$ cat src/rtl/cmd_loader_pkg.sv
// Shared cpu constants for the command memory and the loader state encoding.
package cmd_loader_pkg;

    localparam int unsigned CMD_WIDTH      = 39;
    localparam int unsigned CMD_ADDR_WIDTH = 6;
    localparam int unsigned BYTES_PER_CMD  = (CMD_WIDTH + 7) / 8;
    localparam int unsigned CMD_DEPTH      = 2 ** CMD_ADDR_WIDTH;

    typedef enum logic [2:0] {
        LD_IDLE,
        LD_COUNT,
        LD_DATA,
        LD_WRITE,
        LD_CHECK,
        LD_DONE,
        LD_ERROR
    } ld_state_t;

endpackage

$ cat src/rtl/cmd_loader_byte_packer.sv
// Shifts bytes MSB-first into a WIDTH-bit word and flags the byte that completes it.
// Bits shifted above WIDTH-1 fall off, so the top of the first byte is ignored.
module byte_packer #(
    parameter int unsigned WIDTH  = 39,
    parameter int unsigned NBYTES = 5
) (
    input  logic             clk,
    input  logic             reset,
    input  logic             clear_i,
    input  logic             shift_i,
    input  logic [7:0]       byte_i,
    output logic [WIDTH-1:0] word_o,
    output logic             full_o
);

    localparam int unsigned CW = $clog2(NBYTES + 1);

    logic [WIDTH-1:0] sr_q, sr_d;
    logic [CW-1:0]    cnt_q, cnt_d;

    assign full_o = shift_i && (cnt_q == CW'(NBYTES - 1));
    assign word_o = sr_q;

    always_comb begin
        sr_d  = sr_q;
        cnt_d = cnt_q;
        if (clear_i) begin
            cnt_d = '0;
        end else if (shift_i) begin
            sr_d  = {sr_q[WIDTH-9:0], byte_i};
            cnt_d = full_o ? '0 : cnt_q + 1'b1;
        end
    end

    always_ff @(posedge clk) begin
        if (reset) begin
            sr_q  <= '0;
            cnt_q <= '0;
        end else begin
            sr_q  <= sr_d;
            cnt_q <= cnt_d;
        end
    end

endmodule

$ cat src/rtl/cmd_loader.sv
// Loads a framed, XOR-checked byte stream into instruction memory and holds
// the core in reset until a complete program has been verified.
module cmd_loader
    import cmd_loader_pkg::*;
(
    input  logic                      clk,
    input  logic                      reset,
    input  logic                      start,
    input  logic [7:0]                in_data,
    input  logic                      in_valid,
    output logic                      in_ready,
    output logic                      mem_wen,
    output logic [CMD_ADDR_WIDTH-1:0] mem_addr,
    output logic [CMD_WIDTH-1:0]      mem_wdata,
    output logic                      core_hold,
    output logic                      busy,
    output logic                      done,
    output logic                      err,
    output logic [CMD_ADDR_WIDTH:0]   words_loaded
);

    ld_state_t                 state_q, state_d;
    logic [CMD_ADDR_WIDTH-1:0] addr_q, addr_d;
    logic [CMD_ADDR_WIDTH:0]   words_q, words_d, words_inc;
    logic [CMD_ADDR_WIDTH:0]   n_q, n_d;
    logic [7:0]                xor_q, xor_d;
    logic                      accept, count_bad, start_ok;
    logic                      pk_clear, pk_shift, pk_full;
    logic [CMD_WIDTH-1:0]      pk_word;

    // Every output is decoded from state or taken from a register.
    assign in_ready     = (state_q == LD_COUNT) || (state_q == LD_DATA) || (state_q == LD_CHECK);
    assign busy         = in_ready || (state_q == LD_WRITE);
    assign mem_wen      = (state_q == LD_WRITE);
    assign core_hold    = (state_q != LD_DONE);
    assign done         = (state_q == LD_DONE);
    assign err          = (state_q == LD_ERROR);
    assign mem_addr     = addr_q;
    assign mem_wdata    = pk_word;
    assign words_loaded = words_q;

    assign accept    = in_valid && in_ready;
    assign count_bad = (in_data == 8'd0) || ({1'b0, in_data} > 9'(CMD_DEPTH));
    assign words_inc = words_q + 1'b1;
    assign start_ok  = start && ((state_q == LD_IDLE) || (state_q == LD_DONE) || (state_q == LD_ERROR));

    byte_packer #(
        .WIDTH  (CMD_WIDTH),
        .NBYTES (BYTES_PER_CMD)
    ) u_packer (
        .clk     (clk),
        .reset   (reset),
        .clear_i (pk_clear),
        .shift_i (pk_shift),
        .byte_i  (in_data),
        .word_o  (pk_word),
        .full_o  (pk_full)
    );

    always_comb begin
        state_d  = state_q;
        addr_d   = addr_q;
        words_d  = words_q;
        n_d      = n_q;
        xor_d    = xor_q;
        pk_clear = 1'b0;
        pk_shift = 1'b0;
        case (state_q)
            LD_IDLE, LD_DONE, LD_ERROR: begin
                if (start_ok) begin
                    state_d  = LD_COUNT;
                    addr_d   = '0;
                    words_d  = '0;
                    xor_d    = '0;
                    pk_clear = 1'b1;
                end
            end
            LD_COUNT: begin
                if (accept) begin
                    xor_d = in_data;
                    if (count_bad) begin
                        state_d = LD_ERROR;
                    end else begin
                        n_d     = in_data[CMD_ADDR_WIDTH:0];
                        state_d = LD_DATA;
                    end
                end
            end
            LD_DATA: begin
                if (accept) begin
                    pk_shift = 1'b1;
                    xor_d    = xor_q ^ in_data;
                    if (pk_full) state_d = LD_WRITE;
                end
            end
            LD_WRITE: begin
                addr_d  = addr_q + 1'b1;
                words_d = words_inc;
                state_d = (words_inc == n_q) ? LD_CHECK : LD_DATA;
            end
            LD_CHECK: begin
                if (accept) state_d = (in_data == xor_q) ? LD_DONE : LD_ERROR;
            end
            default: state_d = LD_IDLE;
        endcase
    end

    always_ff @(posedge clk) begin
        if (reset) begin
            state_q <= LD_IDLE;
            addr_q  <= '0;
            words_q <= '0;
            n_q     <= '0;
            xor_q   <= '0;
        end else begin
            state_q <= state_d;
            addr_q  <= addr_d;
            words_q <= words_d;
            n_q     <= n_d;
            xor_q   <= xor_d;
        end
    end

endmodule

$ cat config.mk
export PLATFORM = sky130hd
export DESIGN_NAME = cmd_loader
export DESIGN_NICKNAME = d
export VERILOG_FILES = /design/src/rtl/cmd_loader_pkg.sv /design/src/rtl/cmd_loader_byte_packer.sv /design/src/rtl/cmd_loader.sv
export SDC_FILE = /design/constraint.sdc
export NUM_CORES = 1
export LEC_CHECK = 0
export BUFFER_PORTS_ARGS = -buffer_cell sky130_fd_sc_hd__buf_2
export CORE_ASPECT_RATIO = 0.75
export CORE_MARGIN = 2
export CORE_UTILIZATION = 54
export CTS_CLUSTER_SIZE = 16
export DETAILED_ROUTE_END_ITERATION = 10
export GPL_ROUTABILITY_DRIVEN = 0
export GPL_TIMING_DRIVEN = 0
export PLACE_DENSITY = 0.79
export REMOVE_ABC_BUFFERS = 1
export SYNTH_ARGS = -nofsm -noshare
export SYNTH_HDL_FRONTEND = slang
export SYNTH_SLANG_ARGS = --single-unit
$ cat constraint.sdc
create_clock -name clk -period 1.9 [get_ports clk]
set_input_delay 0.38 -clock clk [delete_from_list [all_inputs] [get_ports clk]]
set_output_delay 0.38 -clock clk [all_outputs]
set_load 0.05 [all_outputs]
==> results.json <==
{
  "worst_pin_slew_ps": 1270,
  "drv_cap": 0,
  "finalWirelength_um": 8170,
  "synth_top_family_by_area": "simple AND/OR/NAND/NOR gates",
  "synth_cells": 427,
  "crit_path_start": "state_q[0]",
  "antenna_found_initial": 0,
  "fin_crit_sh_pct": 103,
  "ir_drop_mv": 0.782,
  "cp_cell_sequence": "or3b_4, o21ai_2, nand2b_4, buf_8",
  "finalSetupViolations": 1,
  "path_class": "flip-flop to output port",
  "drt-initial-drc-count": 208,
  "critical_path_required_ps": 1520,
  "clock_skew_ps": 13.3,
  "clockRootBuffer": "clkbuf_8",
  "port_buffers": 69,
  "fin_nets": 510,
  "synth-simple-area-share_pct": 24.3,
  "synthXorXnorAreaFrac_pct": 4.72,
  "synth_adder_area_share_pct": 1.50,
  "clock_latency_ps": 350,
  "power.internal_w": 0.00307,
  "layout_common_cells": "nand2_1 (83), dfxtp_1 (69), buf_2 (66), a21oi_1 (63), nor2_1 (36)",
  "path_clk_slew_ps": 80,
  "combPwrFrac_pct": 33.2,
  "worstPathArrival_ps": 1580,
  "synth_mux_area_share_pct": 2.70,
  "ys_seq_elements": 73,
  "wl_per_cell_um": 14.2,
  "die_height_um": 72.1,
  "slowest_stage": "or3b_4",
  "syn_area_mm2": 0.00334,
  "hold_class": "primary input to flip-flop",
  "start_kind": "flip-flop",
  "async_reset_ff_share_pct": 0,
  "grt_first_pass_wirelength_um": 13100,
  "synth_edf_count": 0,
  "die_x_um": 94.8,
  "cts_made_buffers": 9,
  "dp_hpwl_um": 4990,
  "synth.avg_cell_area_um2": 7.81,
  "slowest_delay_ps": 460,
  "cts_tree": "yes",
  "fin_area_mm2": 0.00411,
  "grt_max_degree": 73,
  "layout_commonest_cell": "nand2_1",
  "power.clock.fraction_pct": 30.9,
  "timing.fmax_ghz": 0.510,
  "postPlaceCellArea_mm2": 0.00368,
  "vias": 3205,
  "finalHoldViolations": 0,
  "violations": "negative setup slack",
  "outcome": "finished with violations",
  "p_sw_share_pct": 35.9,
  "p_leak_nw": 1.69,
  "io_pins": 70,
  "n_fill_cell": 485,
  "synth_flop_cell": "dfxtp_1",
  "rows": 24,
  "drive_gt1_share_pct": 23.0,
  "die-area_mm2": 0.00683,
  "firstDrtPassIters": 5,
  "p_seq_share_pct": 35.9,
  "worstReg2RegStart": "state_q[0]",
  "setup_tns_ps": -60.1,
  "grt_usage_pct": 23.8,
  "initial_utilization_pct": 56.7,
  "avgViaCountPerCell": 5.55,
  "coreArea_mm2": 0.00589,
  "htreeDepth": 3,
  "slew_headroom_pct": 15.6,
  "antenna_left": 0,
  "rsz0062_at_grt": "true",
  "cts_hold_buffers": 0,
  "clkSinkCount": 73,
  "layout-area-overhead-vs-synth_pct": 23.1,
  "grt_pass1_vias": 2868,
  "min_from": "in_data[3]",
  "synth.distinct_cells": 42,
  "period_minus_slack_ps": 1960,
  "worst_slack_ps": -60.1,
  "powerDensity_mw_per_mm2": 1160,
  "cp-end-kind": "output port",
  "final_max_slew_viol_count": 0,
  "yosys_warnings": 0,
  "synth_compound_area_share_pct": 19.0,
  "dpl_worst_slack_ps": -581,
  "clk_path_buf_depth": 2,
  "net-switching-power_w": 0.00172,
  "gr-total-overflow": 0,
  "cp_max_fo": 8,
  "drcViolationCount": 0,
  "antennaDiodeCount": 0,
  "yosysSeqAreaShare_pct": 43.8
}
==> what timing repair did <==
item / in CTS / in global routing
hold endpoints to repair: 0 / 0
resized for setup: 14 / 12
pin swaps: 2 / 2
cloned: 0 / 1
endpoints found under the setup margin: 77 / 73
setup buffers: 11 / 1
==> flip-flops by register name, summed over array words and instances, names as in the netlist <==
signal           count
mem_addr             6
u_packer.word_o     39
words_loaded         7
state_q              3
n_q                  7
u_packer.cnt_q       3
xor_q                8
==> through the flow <==
stage,instances,utilization (%),power [W],hold slack [ps]
2_1_floorplan,401,-,0.00263,449
3_3_place_gp,548,62.4,0.00292,440
3_5_place_dp,548,62.6,0.00296,443
4_1_cts,575,68.8,0.00463,318
5_1_grt,577,69.8,0.00499,327
6_report,577,69.8,0.00478,337
==> path summary, 6_finish.rpt <==
kind                               to  slack (ps)  cells past startpoint
setup / recovery                 busy         -60                      4
hold / removal     u_packer.word_o[3]         340                      3
setup reg to reg               n_q[1]          90                      7
hold reg to reg   u_packer.word_o[37]         450                      2
==> power by group through the flow <==
| stage | logic [W] | registers [W] | clock network [W] |
|---|---|---|---|
| after floorplan | 0.000813 | 0.00181 | 0 |
| after global placement | 0.00115 | 0.00177 | 0 |
| after detailed placement | 0.00119 | 0.00177 | 0 |
| after CTS | 0.00141 | 0.00172 | 0.00150 |
| after global routing | 0.00169 | 0.00173 | 0.00157 |
| final | 0.00159 | 0.00172 | 0.00148 |
==> cell families after synthesis <==
kind of cell               after synthesis
xor gates and xnor gates                18
muxes                                    9
buffers and inverters                   34
DFF                                     73
and+or+nand+nor                        174
AOI/OAI and AO/OA                      115
adders and majority gates                4
==> per-layer routing <==
layer | routed length (um) | GRT usage, % | vias to the layer above
met3 | 442 | 6.44 | 6
met5 | 0 | 0 | -
met2 | 3920 | 39.1 | 93
met1 | 3760 | 30.7 | 1515
li1 | - | - | 1591
met4 | 57 | 7.41 | 0
==> cell type report <==
| type | instances | area (um2) | share of cell area [%] |
|---|---|---|---|
| multi-input combinational | 321 | 1810 | 44.1 |
| sequential | 73 | 1470 | 35.9 |
| timing repair buffer | 81 | 450 | 11.0 |
| clock buffer | 10 | 128 | 3.11 |
| clock inverter | 6 | 115 | 2.80 |
| tap | 78 | 97.6 | 2.38 |
| inverter | 8 | 31.3 | 0.761 |
==> cells in the mapped netlist, types with 5 or more instances <==
cell type | count | share of area (%)
clkbuf_1 | 20 | 2.2
nor2_1 | 36 | 4.0
buf_2 | 6 | 0.90
mux2i_1 | 9 | 2.7
nor2b_1 | 5 | 0.94
or3_1 | 5 | 0.94
nand3b_1 | 6 | 1.3
nand2_1 | 83 | 9.3
xnor2_1 | 7 | 1.8
a21oi_1 | 63 | 9.4
dfxtp_1 | 73 | 44
and3_1 | 5 | 0.94
xor2_1 | 11 | 2.9
nand3_1 | 14 | 2.1
o21ai_0 | 32 | 4.8
inv_1 | 7 | 0.79
==> worst max-delay path, delay by kind of cell, from the launching register on <==
kind                   cells  cell delay (ps)
buffers and inverters      1              140
AOI/OAI and AO/OA          1              110
DFF                        1              370
and+or+nand+nor            2              620
Power figures use the tool's default switching activity.
